[src/rtl/pwr_seq_pkg.sv]
// Shared types and constants for the pwr_seq power sequencer.
// State width grows to 3 bits when PWR_SEQ_PGOOD_EN adds the FAULT state.
package pwr_seq_pkg;

`ifdef PWR_SEQ_PGOOD_EN
  localparam int STATE_W = 3;
`else
  localparam int STATE_W = 2;
`endif

  localparam int DEF_ON_DLY     = 10000;
  localparam int DEF_OFF_DLY    = 5000;
  localparam int DEF_CTR_W      = 14;
  localparam int DEF_PG_TIMEOUT = 50000;

  typedef enum logic [STATE_W-1:0] {
    ST_OFF   = STATE_W'(0),
    ST_RAMP  = STATE_W'(1),
    ST_ON    = STATE_W'(2),
    ST_DRAIN = STATE_W'(3)
`ifdef PWR_SEQ_PGOOD_EN
    ,
    ST_FAULT = STATE_W'(4)
`endif
  } state_e;

  typedef struct packed {
    logic pwr_ena;
    logic tri_z;
    logic busy;
`ifdef PWR_SEQ_PGOOD_EN
    logic fault;
`endif
  } out_s;

  // Output levels are a pure function of state; tri_z is 1 in every state
  // except ON, so the peripheral is never driven while unpowered.
  function automatic out_s decode(input state_e s);
    out_s o;
    o.pwr_ena = (s == ST_RAMP) || (s == ST_ON) || (s == ST_DRAIN);
    o.tri_z   = (s != ST_ON);
    o.busy    = (s == ST_RAMP) || (s == ST_DRAIN);
`ifdef PWR_SEQ_PGOOD_EN
    o.fault   = (s == ST_FAULT);
`endif
    return o;
  endfunction

endpackage

[src/rtl/pwr_seq_ctr.sv]
// Loadable saturating down-counter with a "count is one" flag.
// Clear wins over load, load wins over decrement; it never wraps below zero.
module pwr_seq_ctr #(
  parameter int W = 14
) (
  input  logic         clk,
  input  logic         rst,
  input  logic         clr_i,
  input  logic         load_i,
  input  logic         dec_i,
  input  logic [W-1:0] load_val_i,
  output logic         one_o
);

  logic [W-1:0] cnt_q, cnt_d;

  // NOTE: every variable written in always_comb gets a default on entry;
  // a path that skips an assignment would otherwise infer a latch.
  always_comb begin
    cnt_d = cnt_q;
    if (clr_i) begin
      cnt_d = '0;
    end else if (load_i) begin
      cnt_d = load_val_i;
    end else if (dec_i && (cnt_q != '0)) begin
      cnt_d = cnt_q - W'(1);
    end
  end

  // NOTE: sequential state uses non-blocking assignments so every register
  // samples pre-edge values regardless of process evaluation order.
  always_ff @(posedge clk) begin
    if (rst) begin
      cnt_q <= '0;
    end else begin
      cnt_q <= cnt_d;
    end
  end

  assign one_o = (cnt_q == W'(1));

endmodule

[src/rtl/pwr_seq.sv]
// Peripheral power sequencer: OFF -> RAMP -> ON -> DRAIN with registered outputs.
// Define PWR_SEQ_PGOOD_EN to add pwr_good supervision, a RAMP timeout and a FAULT state.
module pwr_seq
  import pwr_seq_pkg::*;
#(
  parameter int ON_DLY  = DEF_ON_DLY,
  parameter int OFF_DLY = DEF_OFF_DLY,
  parameter int CTR_W   = DEF_CTR_W
`ifdef PWR_SEQ_PGOOD_EN
  ,
  parameter int PG_TIMEOUT = DEF_PG_TIMEOUT
`endif
) (
  input  logic               clk,
  input  logic               rst,
  input  logic               ena_req_i,
`ifdef PWR_SEQ_PGOOD_EN
  input  logic               pwr_good_i,
  output logic               fault_o,
`endif
  output logic               pwr_ena_o,
  output logic               tri_o,
  output logic               busy_o,
  output logic [STATE_W-1:0] state_o
);

  if (ON_DLY < 1 || ON_DLY > (2 ** CTR_W) - 1) begin : g_bad_on_dly
    $error("pwr_seq: ON_DLY must be in 1 .. 2**CTR_W-1");
  end
  if (OFF_DLY < 1 || OFF_DLY > (2 ** CTR_W) - 1) begin : g_bad_off_dly
    $error("pwr_seq: OFF_DLY must be in 1 .. 2**CTR_W-1");
  end

  state_e           state_q, state_d;
  state_e           state_out_q;
  out_s             out_q;
  logic             ctr_clr, ctr_load, ctr_dec, ctr_one;
  logic [CTR_W-1:0] ctr_val;

`ifdef PWR_SEQ_PGOOD_EN
  localparam int TO_W = $clog2(PG_TIMEOUT + 1);

  if (PG_TIMEOUT < 1) begin : g_bad_pg_timeout
    $error("pwr_seq: PG_TIMEOUT must be >= 1");
  end

  logic to_clr, to_load, to_dec, to_one;
  logic pg_seen_q, pg_seen_d, pg_started;

  // The ON_DLY countdown is armed by the first pwr_good seen in RAMP.
  assign pg_started = pg_seen_q | pwr_good_i;
`endif

  always_comb begin
    state_d  = state_q;
    ctr_clr  = 1'b0;
    ctr_load = 1'b0;
    ctr_dec  = 1'b0;
    ctr_val  = '0;
`ifdef PWR_SEQ_PGOOD_EN
    to_clr    = 1'b0;
    to_load   = 1'b0;
    to_dec    = 1'b0;
    pg_seen_d = pg_seen_q;
`endif

    unique case (state_q)
      ST_OFF: begin
        if (ena_req_i) state_d = ST_RAMP;
      end
      ST_RAMP: begin
        if (!ena_req_i) begin
          state_d = ST_OFF;
`ifdef PWR_SEQ_PGOOD_EN
        end else if (!pg_started) begin
          if (to_one) state_d = ST_FAULT;
          else        to_dec  = 1'b1;
        end else begin
          pg_seen_d = 1'b1;
          if (ctr_one) state_d = ST_ON;
          else         ctr_dec = 1'b1;
        end
`else
        end else if (ctr_one) begin
          state_d = ST_ON;
        end else begin
          ctr_dec = 1'b1;
        end
`endif
      end
      ST_ON: begin
`ifdef PWR_SEQ_PGOOD_EN
        if (!pwr_good_i)     state_d = ST_FAULT;
        else if (!ena_req_i) state_d = ST_DRAIN;
`else
        if (!ena_req_i) state_d = ST_DRAIN;
`endif
      end
      ST_DRAIN: begin
        if (ctr_one) state_d = ST_OFF;
        else         ctr_dec = 1'b1;
      end
`ifdef PWR_SEQ_PGOOD_EN
      ST_FAULT: begin
        if (!ena_req_i) state_d = ST_OFF;
      end
`endif
      default: state_d = ST_OFF;
    endcase

    // Counters are reloaded on every state entry and sit at zero elsewhere.
    if (state_d != state_q) begin
      case (state_d)
        ST_RAMP: begin
          ctr_load = 1'b1;
          ctr_val  = CTR_W'(ON_DLY);
        end
        ST_DRAIN: begin
          ctr_load = 1'b1;
          ctr_val  = CTR_W'(OFF_DLY);
        end
        default: ctr_clr = 1'b1;
      endcase
`ifdef PWR_SEQ_PGOOD_EN
      pg_seen_d = 1'b0;
      to_load   = (state_d == ST_RAMP);
      to_clr    = (state_d != ST_RAMP);
`endif
    end
  end

  always_ff @(posedge clk) begin
    if (rst) begin
      state_q     <= ST_OFF;
      state_out_q <= ST_OFF;
      out_q       <= decode(ST_OFF);
    end else begin
      state_q     <= state_d;
      state_out_q <= state_q;
      out_q       <= decode(state_q);
    end
  end

  pwr_seq_ctr #(.W(CTR_W)) u_dly_ctr (
    .clk        (clk),
    .rst        (rst),
    .clr_i      (ctr_clr),
    .load_i     (ctr_load),
    .dec_i      (ctr_dec),
    .load_val_i (ctr_val),
    .one_o      (ctr_one)
  );

`ifdef PWR_SEQ_PGOOD_EN
  always_ff @(posedge clk) begin
    if (rst) pg_seen_q <= 1'b0;
    else     pg_seen_q <= pg_seen_d;
  end

  pwr_seq_ctr #(.W(TO_W)) u_to_ctr (
    .clk        (clk),
    .rst        (rst),
    .clr_i      (to_clr),
    .load_i     (to_load),
    .dec_i      (to_dec),
    .load_val_i (TO_W'(PG_TIMEOUT)),
    .one_o      (to_one)
  );

  assign fault_o = out_q.fault;
`endif

  assign pwr_ena_o = out_q.pwr_ena;
  assign tri_o     = out_q.tri_z;
  assign busy_o    = out_q.busy;
  assign state_o   = state_out_q;

endmodule

[config.mk]
export PLATFORM = sky130hd
export DESIGN_NAME = pwr_seq
export DESIGN_NICKNAME = d
export VERILOG_FILES = /design/src/rtl/pwr_seq_pkg.sv /design/src/rtl/pwr_seq_ctr.sv /design/src/rtl/pwr_seq.sv
export SDC_FILE = /design/constraint.sdc
export NUM_CORES = 1
export LEC_CHECK = 0
export ABC_AREA = 1
export BUFFER_PORTS_ARGS = -buffer_cell sky130_fd_sc_hd__buf_2
export CORE_ASPECT_RATIO = 0.8
export CORE_MARGIN = 10
export CORE_UTILIZATION = 45
export CTS_BUF_LIST = sky130_fd_sc_hd__clkbuf_8
export DETAILED_ROUTE_END_ITERATION = 10
export PLACE_DENSITY = 0.7
export SYNTH_ARGS = -nofsm -noshare
export SYNTH_HDL_FRONTEND = slang
export SYNTH_SLANG_ARGS = --single-unit
export TNS_END_PERCENT = 1
[constraint.sdc]
create_clock -name clk -period 1.95 [get_ports clk]
set_clock_uncertainty 0.2 [all_clocks]
set_input_delay 0.195 -clock clk [delete_from_list [all_inputs] [get_ports clk]]
set_output_delay 0.195 -clock clk [all_outputs]
set_load 0.005 [all_outputs]
Yosys cells after proc, flatten, opt, wreduce, memory -nomap -nowiden
Index checks and enable logic that the tools add are counted.

storage, ports and cells
  flip-flop bits (word level) = 21
  input port bits = 3
  output and inout bits = 5
  word-level logic and storage cells = 41

cells by class
  add/subtract/negate cells = 1
  eq/ne operators = 8
  mux-type cells = 17
  reduce and logical (&&, ||, !) cells = 9

operator list
  operator                                               count
  2-to-1 mux 14 bit                                      3
  one-hot mux 14 bit (2 select lines)                    1
  equality test 14 x 1 -> 1 bit (second input constant)  1
  nonzero test 14 bit                                    1
  subtractor 14 x 1 -> 14 bit (second input constant)    1
  2-to-1 mux 2 bit                                       5
  one-hot mux 2 bit (4 select lines)                     1
  equality test 2 bit (second input constant)            3
  2-to-1 mux 1 bit                                       6
  equality test 2 x 1 -> 1 bit (second input constant)   2
  OR reduction 2 bit                                     2
  logical OR 1 bit                                       3
  logical NOT 2 bit                                      1
  != test 2 bit                                          1
  != test 2 bit (second input constant)                  1
  one-hot mux 1 bit (2 select lines)                     1
  nonzero test 2 bit                                     1
  logical AND 1 bit                                      1

Longest topological paths before layout
Gate-level depths: netlist (run 1).

  word-level depth = 9
  depth in mapped cells = 11
  mapped depth without buffers = 11

By module
From an unflattened synthesis (run 1), not the netlist that was laid out.

unflattened totals
  cells, all modules = 197
  area, all modules = 1,298.7 µm²

by module, submodules not included
  module       times used  cells each  area each (µm²)  seq. area each (µm²)
  pwr_seq_ctr  1           165         1,037.2          280.3
  pwr_seq      1           32          261.5            140.1

Least setup slack after synthesis (run 1)
Ideal clock, no wire load.

  kind = register to register
  start = reg u_dly_ctr.cnt_q[0]
  end = reg u_dly_ctr.cnt_q[10]
  library setup time = 112 ps
  arrival time = 1,250 ps
  data required time = 1,638 ps
  slack = 388 ps
  stages on the path, launching flop included = 11
  buffers on the path = 0
  period minus slack after synthesis = 1,562 ps
  cells stage by stage = dfxtp_1 -> inv_1 -> ha_1 -> nand2_1 -> nor2_1 -> nand2_1 -> nand3_4 -> nand2_1 -> nand2_1 -> nor2_1 -> nor2_1

on the way
  longest elaborated chain between the ends = 9
  elaborated cells on any way between the ends = 25
  those cells by class = 1 x add/sub; 4 x eq/ne; 15 x mux; 5 x reduce/logical

RTL lines
  what                                                                        RTL line           RTL
  start: declaration                                                          pwr_seq_ctr.sv:15  logic [W-1:0] cnt_q, cnt_d;
  start signal: assignment                                                    pwr_seq_ctr.sv:36  cnt_q <= cnt_d;
  equality test 14 x 1 -> 1 bit                                               pwr_seq_ctr.sv:40  assign one_o = (cnt_q == W'(1));
  2-to-1 mux 2 bit                                                            pwr_seq.sv:84      end else if (ctr_one) begin
  2-to-1 mux 2 bit                                                            pwr_seq.sv:72      if (!ena_req_i) begin
  one-hot mux 2 bit (4 select lines)                                          pwr_seq.sv:67      unique case (state_q)
  equality test 2 bit / equality test 2 x 1 -> 1 bit (equally long branches)  pwr_seq.sv:113     case (state_d)
  OR reduction 2 bit (no source line)                                         -
  2-to-1 mux 1 bit                                                            pwr_seq.sv:113
  2-to-1 mux 1 bit                                                            pwr_seq.sv:112     if (state_d != state_q) begin
  2-to-1 mux 14 bit (tied with other cells)                                   pwr_seq_ctr.sv:23  end else if (load_i) begin

Parallel ways exist; a longest one is shown, timed or not. The select of a mux whose other input is x is not followed.
A chain may end at the register's enable or synchronous reset.

Final worst setup path (run 1)
  start = reg u_dly_ctr.cnt_q[6]
  end = reg u_dly_ctr.cnt_q[4]

The elaborated chain is that of the path after synthesis.

==> results of run 1 <==
==> flip-flops by register name, indices dropped and copies added, names as in the netlist <==
| name | count |
|---|---|
| u_dly_ctr.cnt_q | 14 |
| state_o | 2 |
| state_q | 2 |
| busy_o | 1 |
| pwr_ena_o | 1 |
| tri_o | 1 |
==> final timing paths <==
check	depth (start not counted)	slack, ns	endpoint	start
worst max-delay path	10	0.20	u_dly_ctr.cnt_q[4]$_SDFFE_PP0P_	u_dly_ctr.cnt_q[6]$_SDFFE_PP0P_
worst min-delay path	2	0.005	state_q[0]$_SDFF_PP0_	rst
worst max register to register	10	0.20	u_dly_ctr.cnt_q[4]$_SDFFE_PP0P_	u_dly_ctr.cnt_q[6]$_SDFFE_PP0P_
worst min register to register	2	0.29	u_dly_ctr.cnt_q[1]$_SDFFE_PP0P_	u_dly_ctr.cnt_q[1]$_SDFFE_PP0P_
==> cell families (layout without fill, tap and decap cells) <==
kind of cell    count (synthesis)  in the layout  share of synthesized area
xor+xnor                        6              6                     0.0394
compound gates                 14             14                     0.0694
fa+ha+maj                       3              3                     0.0281
flops                          21             21                      0.315
simple gates                  129            129                      0.449
buf+inv                        29             44                     0.0985
==> routing by layer <==
metal	vias to the layer above	wire [um]	GRT usage	part of all wire
met2	38	1230	0.181	0.43
met4	0	27	0.0323	0.0094
met1	537	1390	0.150	0.48
met5	-	0	0	0
met3	4	223	0.0310	0.078
li1	657	-	-	-
==> synthesized netlist by cell type <==
| cell type | count | area, um2 |
|---|---|---|
| o21ai_0 | 2 | 10.0 |
| inv_1 | 23 | 86.3 |
| buf_6 | 3 | 33.8 |
| dfxtp_1 | 21 | 420 |
| a21oi_4 | 2 | 32.5 |
| or2_1 | 1 | 6.26 |
| xnor2_1 | 2 | 17.5 |
| nand2_1 | 58 | 218 |
| nor2_1 | 34 | 128 |
| inv_2 | 3 | 11.3 |
| a21oi_1 | 9 | 45.0 |
| ha_1 | 3 | 37.5 |
| o21ai_1 | 1 | 5.00 |
| xor2_1 | 4 | 35.0 |
| nand3_4 | 3 | 52.6 |
| nand3b_1 | 2 | 15.0 |
| nand2_2 | 2 | 12.5 |
| nand3_1 | 23 | 115 |
| nor2_4 | 3 | 33.8 |
| nor2_2 | 3 | 18.8 |
==> final cells by class <==
type	instances	area [um2]
repair buffers	14	87.6
multi-input cells	152	787
well taps	38	47.5
fillers	283	1320
clock buffers	3	41.3
clock inverters	1	5.00
flip-flops and latches	21	422
inverters	26	97.6
==> power groups by stage <==
| stage | clock, mW | sequential (mW) | combinational, mW |
|---|---|---|---|
| after floorplan | 0 | 0.484 | 0.290 |
| after global placement | 0 | 0.489 | 0.360 |
| after detailed placement | 0 | 0.489 | 0.358 |
| after CTS | 0.303 | 0.479 | 0.360 |
| after global routing | 0.317 | 0.484 | 0.421 |
| final | 0.300 | 0.480 | 0.362 |
==> metrics by stage <==
step           worst slack, ns  cell area [um2]   util
4_1_cts                  0.103             1480  0.528
6_report                 0.197             1490  0.530
3_3_place_gp             0.188             1440  0.511
5_1_grt                0.00159             1490  0.530
3_5_place_dp             0.123             1440  0.511
2_1_floorplan            0.388             1330      -
==> qor.yml, run 1 <==
layout-drive-gt1-share: 0.175
wl_per_cell_um: 11.3
routed_wl_um: 2880
post_cts_buffers: 0
antenna_found_initial: 0
p_total_mw: 1.14
worst_pin_slew_ns: 0.377
p_switching_mw: 0.407
yosys.cell_types.count: 20
antenna_cells: 0
clockPowerShare: 0.263
syn_area_um2: 1330
final_cell_mix: "nand2_1 (57), nor2_1 (33), nand3_1 (23), inv_1 (22), dfxtp_1 (20)"
yosysSeqAreaShare: 0.315
critPathLaunchType: "flop"
syn_avg_cell_area_um2: 6.60
path_cells: "nor2_1 > nand2_1 > nor2_4 > nand3_4 > nand3_4 > buf_4 > nand2_1 > inv_1 > nor2_1 > nor2_1"
pwr-share-seq: 0.421
powerDensity_nw_per_um2: 768
final.period_utilization: 0.899
worstPathMaxFanout: 10
drc: 0
syn_nets: 208
crit_slowest_cell: "dfxtp_1"
required_ns: 1.96
whs_ns: 0.00486
grt_usage: 0.114
arrival_ns: 1.76
final_cell_count_no_fill: 255
cts_sinks: 21
status: "finished clean"
p_int_mw: 0.735
rsz0062_at_grt: "false"
die_h_um: 68.7
critPathBufInv: 2
ir_drop_v: 0.000435
clock_latency_ns: 0.27
vias: 1236
cap_violations: 0
num_rows: 17
yosys_warnings: 0
clkTransAtPathRegs_ns: 0.08
area_growth_pct: 11.5
cts_root_buffer: "clkbuf_8"
viasPerCell: 4.85
hold_viol: 0
grt-ovfl-total: 0
ys_ff_latch: 21
start_util: 0.475
pwr-share-comb: 0.317
path_common_cell: "nor2_1"
grt_max_degree: 16
die_x_um: 80.9
htreeDepth: 1
tns_ns: 0
clock.fmax_mhz: 571
slowest_delay_ns: 0.35
ctsLongestPathBuffers: 2
grt_pass1_vias: 1093
portBuffers: 7
core_region_area_um2: 2810
io_pins: 8
ctsHoldBuffers: 0
finalSetupViolCount: 0
drt_iter0_drc: 108
crit_family: "simple AND/OR/NAND/NOR gates"
gp_congestion: 0.868
slew_violations: 0
final_nets: 224
cts_resized: 0
worstSetupEndpointType: "flop"
fin_crit_ns: 1.75
max_slew_margin: 0.748
cts_buffers: 3
first_pass_iters: 4
synthesis.instances: 202
path_class: "reg2reg"
dieArea_um2: 5560
cts_tree: "yes"
netSwitchingFraction: 0.356
p_leak_nw: 0.748
grt_pass1_wl_um: 5060
dp_hpwl_um: 2290
final_antenna_net_count: 0
dp.cells: 251
min_path_type: "in2reg"
final_common_cell: "nand2_1"
Power figures use the tool's default switching activity.
==> inputs of run 2 (changes only) <==
--- a/config.mk
+++ b/config.mk
@@ -9,10 +9,10 @@
 export BUFFER_PORTS_ARGS = -buffer_cell sky130_fd_sc_hd__buf_2
 export CORE_ASPECT_RATIO = 0.8
 export CORE_MARGIN = 10
-export CORE_UTILIZATION = 45
+export CORE_UTILIZATION = 56
 export CTS_BUF_LIST = sky130_fd_sc_hd__clkbuf_8
 export DETAILED_ROUTE_END_ITERATION = 10
-export PLACE_DENSITY = 0.7
+export PLACE_DENSITY = 0.82
 export SYNTH_ARGS = -nofsm -noshare
 export SYNTH_HDL_FRONTEND = slang
 export SYNTH_SLANG_ARGS = --single-unit
==> run 2 against run 1 <==
  * Worst hold slack improved by 0.0096 ns
  * Largest cell class unchanged
  * Die area fell by 15%
  * Non-clock buffer count rose by 5
  * First-iteration DRC count rose by 37%
  * Cell count fell by 2.4%
  * Via count rose by 7.5%
  * Global-route usage rose by 2.6 points
  * Design area rose by 3.8%
==> qor.yml, run 2 (synthesis results as in run 1) <==
status: "finished clean"  # unchanged
crit_slowest_cell: "dfxtp_1"  # unchanged
final_nets: 231  # was 224
worst_pin_slew_ns: 0.369  # was 0.377 ns
die_h_um: 63.7  # was 68.7 um
largest_register_ff_count: 14  # unchanged
num_rows: 15  # was 17
ctsLongestPathBuffers: 2  # unchanged
htreeDepth: 1  # unchanged
grt_pass1_vias: 1170  # was 1,093
die_x_um: 74.6  # was 80.9 um
reg2reg_slack_ns: 0.10  # was 0.20 ns
start_util: 0.602  # was 0.475
first_pass_iters: 4  # unchanged
crit_family: "simple AND/OR/NAND/NOR gates"  # unchanged
worstPathMaxFanout: 7  # was 10
worstReg2RegEnd: "u_dly_ctr.cnt_q[10]$_SDFFE_PP0P_"  # was u_dly_ctr.cnt_q[4]$_SDFFE_PP0P_
placed_area_um2: 1390  # was 1440 um2
p_leak_nw: 0.781  # was 0.748 nW
fillerInstances: 184  # was 283
regMostFlops: "u_dly_ctr.cnt_q"  # unchanged
ir_drop_v: 0.000467  # was 0.000435 V
critPathLaunchType: "flop"  # unchanged
final_cell_mix: "nand2_1 (57), nor2_1 (34), nand3_1 (23), inv_1 (22), dfxtp_1 (20)"  # was nand2_1 (57), nor2_1 (33), nand3_1 (23), inv_1 (22), dfxtp_1 (20)
worstSetupEndpointType: "flop"  # unchanged
powerDensity_nw_per_um2: 754  # was 768 nW/um2
clockPowerShare: 0.248  # was 0.263
path_class: "reg2reg"  # unchanged
netSwitchingFraction: 0.359  # was 0.356
max_slew_margin: 0.753  # was 0.748
arrival_ns: 1.81  # was 1.76 ns
critPathBufInv: 1  # was 2
pwr-share-seq: 0.415  # was 0.421
core_region_area_um2: 2210  # was 2810 um2
drt_iter0_drc: 148  # was 108
fin_crit_ns: 1.85  # was 1.75 ns
pwr-share-comb: 0.338  # was 0.317
rr_startpoint: "u_dly_ctr.cnt_q[0]$_SDFFE_PP0P_"  # was u_dly_ctr.cnt_q[6]$_SDFFE_PP0P_
finalSetupViolCount: 0  # unchanged
p_switching_mw: 0.418  # was 0.407 mW
final_common_cell: "nand2_1"  # unchanged
layout-drive-gt1-share: 0.196  # was 0.175
antenna_found_initial: 0  # unchanged
dp_hpwl_um: 2410  # was 2290 um
final_cell_area_um2: 1540  # was 1490 um2
holdPathEnd: "state_q[0]$_SDFF_PP0_"  # unchanged
io_pins: 8  # unchanged
drc: 0  # unchanged
grt-ovfl-total: 0  # unchanged
cts_root_buffer: "clkbuf_8"  # unchanged
ctsHoldBuffers: 0  # unchanged
final.period_utilization: 0.947  # was 0.899
grt_max_degree: 18  # was 16
path_cells: "inv_1 > ha_1 > nand2_1 > nor2_1 > nand2_1 > nand3_4 > nand2_2 > nand2_1 > nor2_1 > nor2_1"  # was nor2_1 > nand2_1 > nor2_4 > nand3_4 > nand3_4 > buf_4 > nand2_1 > inv_1 > nor2_1 > nor2_1
holdCritStartpoint: "rst"  # unchanged
cts_buffers: 3  # unchanged
grt_usage: 0.141  # was 0.114
p_int_mw: 0.746  # was 0.735 mW
reg2reg_depth: 10  # unchanged
portBuffers: 7  # unchanged
hold_viol: 0  # unchanged
min_path_type: "in2reg"  # unchanged
cts_tree: "yes"  # unchanged
slew_violations: 0  # unchanged
required_ns: 1.92  # was 1.96 ns
final_antenna_net_count: 0  # unchanged
cap_violations: 0  # unchanged
pre_cts_slack_ns: 0.0428  # was 0.123 ns
clock.fmax_mhz: 541  # was 571 MHz
dieArea_um2: 4750  # was 5560 um2
timing.final.ws_setup_ns: 0.103  # was 0.197 ns
grt_pass1_wl_um: 5350  # was 5060 um
holdPathStages: 2  # unchanged
clkTransAtPathRegs_ns: 0.08  # about the same
area_growth_pct: 15.8  # was 11.5%
wl_per_cell_um: 13.4  # was 11.3 um
gp_congestion: 0.900  # was 0.868
routed_wl_um: 3340  # was 2880 um
cts_sinks: 21  # unchanged
slowest_delay_ns: 0.40  # was 0.35 ns
vias: 1329  # was 1,236
viasPerCell: 5.34  # was 4.85
clock_latency_ns: 0.26  # was 0.27 ns
antenna_cells: 0  # unchanged
p_total_mw: 1.16  # was 1.14 mW
-- run 2: worst register-to-register path, delay by kind of cell, from the launching register on --
family / cells / cell delay, ns
fa+ha+maj: 1 / 0.21
simple gates: 8 / 0.81
flops: 1 / 0.40
buf+inv: 1 / 0.12
-- run 2: per-layer routing --
layer  GRT usage  wire (um)
met1       0.190       1490
met2       0.207       1450
met3      0.0391        319
met4      0.0425         78
met5           0          0
-- run 2: worst max-delay path by stage --
| stage | slack (ns) | to | cells after the start | startpoint |
|---|---|---|---|---|
| finish | 0.10 | u_dly_ctr.cnt_q[10]$_SDFFE_PP0P_ | 10 | u_dly_ctr.cnt_q[0]$_SDFFE_PP0P_ |
| CTS | 0.03 | u_dly_ctr.cnt_q[10]$_SDFFE_PP0P_ | 10 | u_dly_ctr.cnt_q[0]$_SDFFE_PP0P_ |
| detailed placement | 0.04 | u_dly_ctr.cnt_q[10]$_SDFFE_PP0P_ | 10 | u_dly_ctr.cnt_q[0]$_SDFFE_PP0P_ |
| floorplan | 0.39 | u_dly_ctr.cnt_q[10]$_SDFFE_PP0P_ | 10 | u_dly_ctr.cnt_q[0]$_SDFFE_PP0P_ |
| global route | -0.03 | u_dly_ctr.cnt_q[12]$_SDFFE_PP0P_ | 11 | u_dly_ctr.cnt_q[0]$_SDFFE_PP0P_ |
| global placement | 0.18 | u_dly_ctr.cnt_q[4]$_SDFFE_PP0P_ | 10 | u_dly_ctr.cnt_q[0]$_SDFFE_PP0P_ |
-- run 2: timing repair --
| item | CTS | global route |
|---|---|---|
| buffers inserted | 0 | 9 |
| endpoints found under the setup margin | 0 | 12 |
| gates resized for setup | 0 | 4 |
-- run 2: final cells by class --
type                            count  area, um2  area share
Clock buffer                        3       41.3      0.0267
Multi-Input combinational cell    154        810       0.524
Inverter                           26       97.6      0.0632
Sequential cell                    21        422       0.273
Clock inverter                      1       5.00     0.00324
Tap cell                           25       31.3      0.0203
Timing Repair Buffer               19        138      0.0891
-- run 2: per-stage QoR --
stage | instances | utilization | TNS [ns] | hold slack [ns]
detailed placement | 234 | 0.627 | 0 | 0.285
global route | 249 | 0.697 | -0.0350 | 0.0318
finish | 249 | 0.697 | 0 | 0.0145
floorplan | 202 | - | 0 | 0.0641
CTS | 238 | 0.648 | 0 | 0.00695
global placement | 234 | 0.627 | 0 | 0.276
-- run 2: power by group through the flow --
stage	logic (mW)	clock network [mW]	registers (mW)
finish	0.393	0.288	0.483
global route	0.443	0.309	0.487
CTS	0.353	0.293	0.481
detailed placement	0.351	0	0.491
global placement	0.342	0	0.490
floorplan	0.290	0	0.484
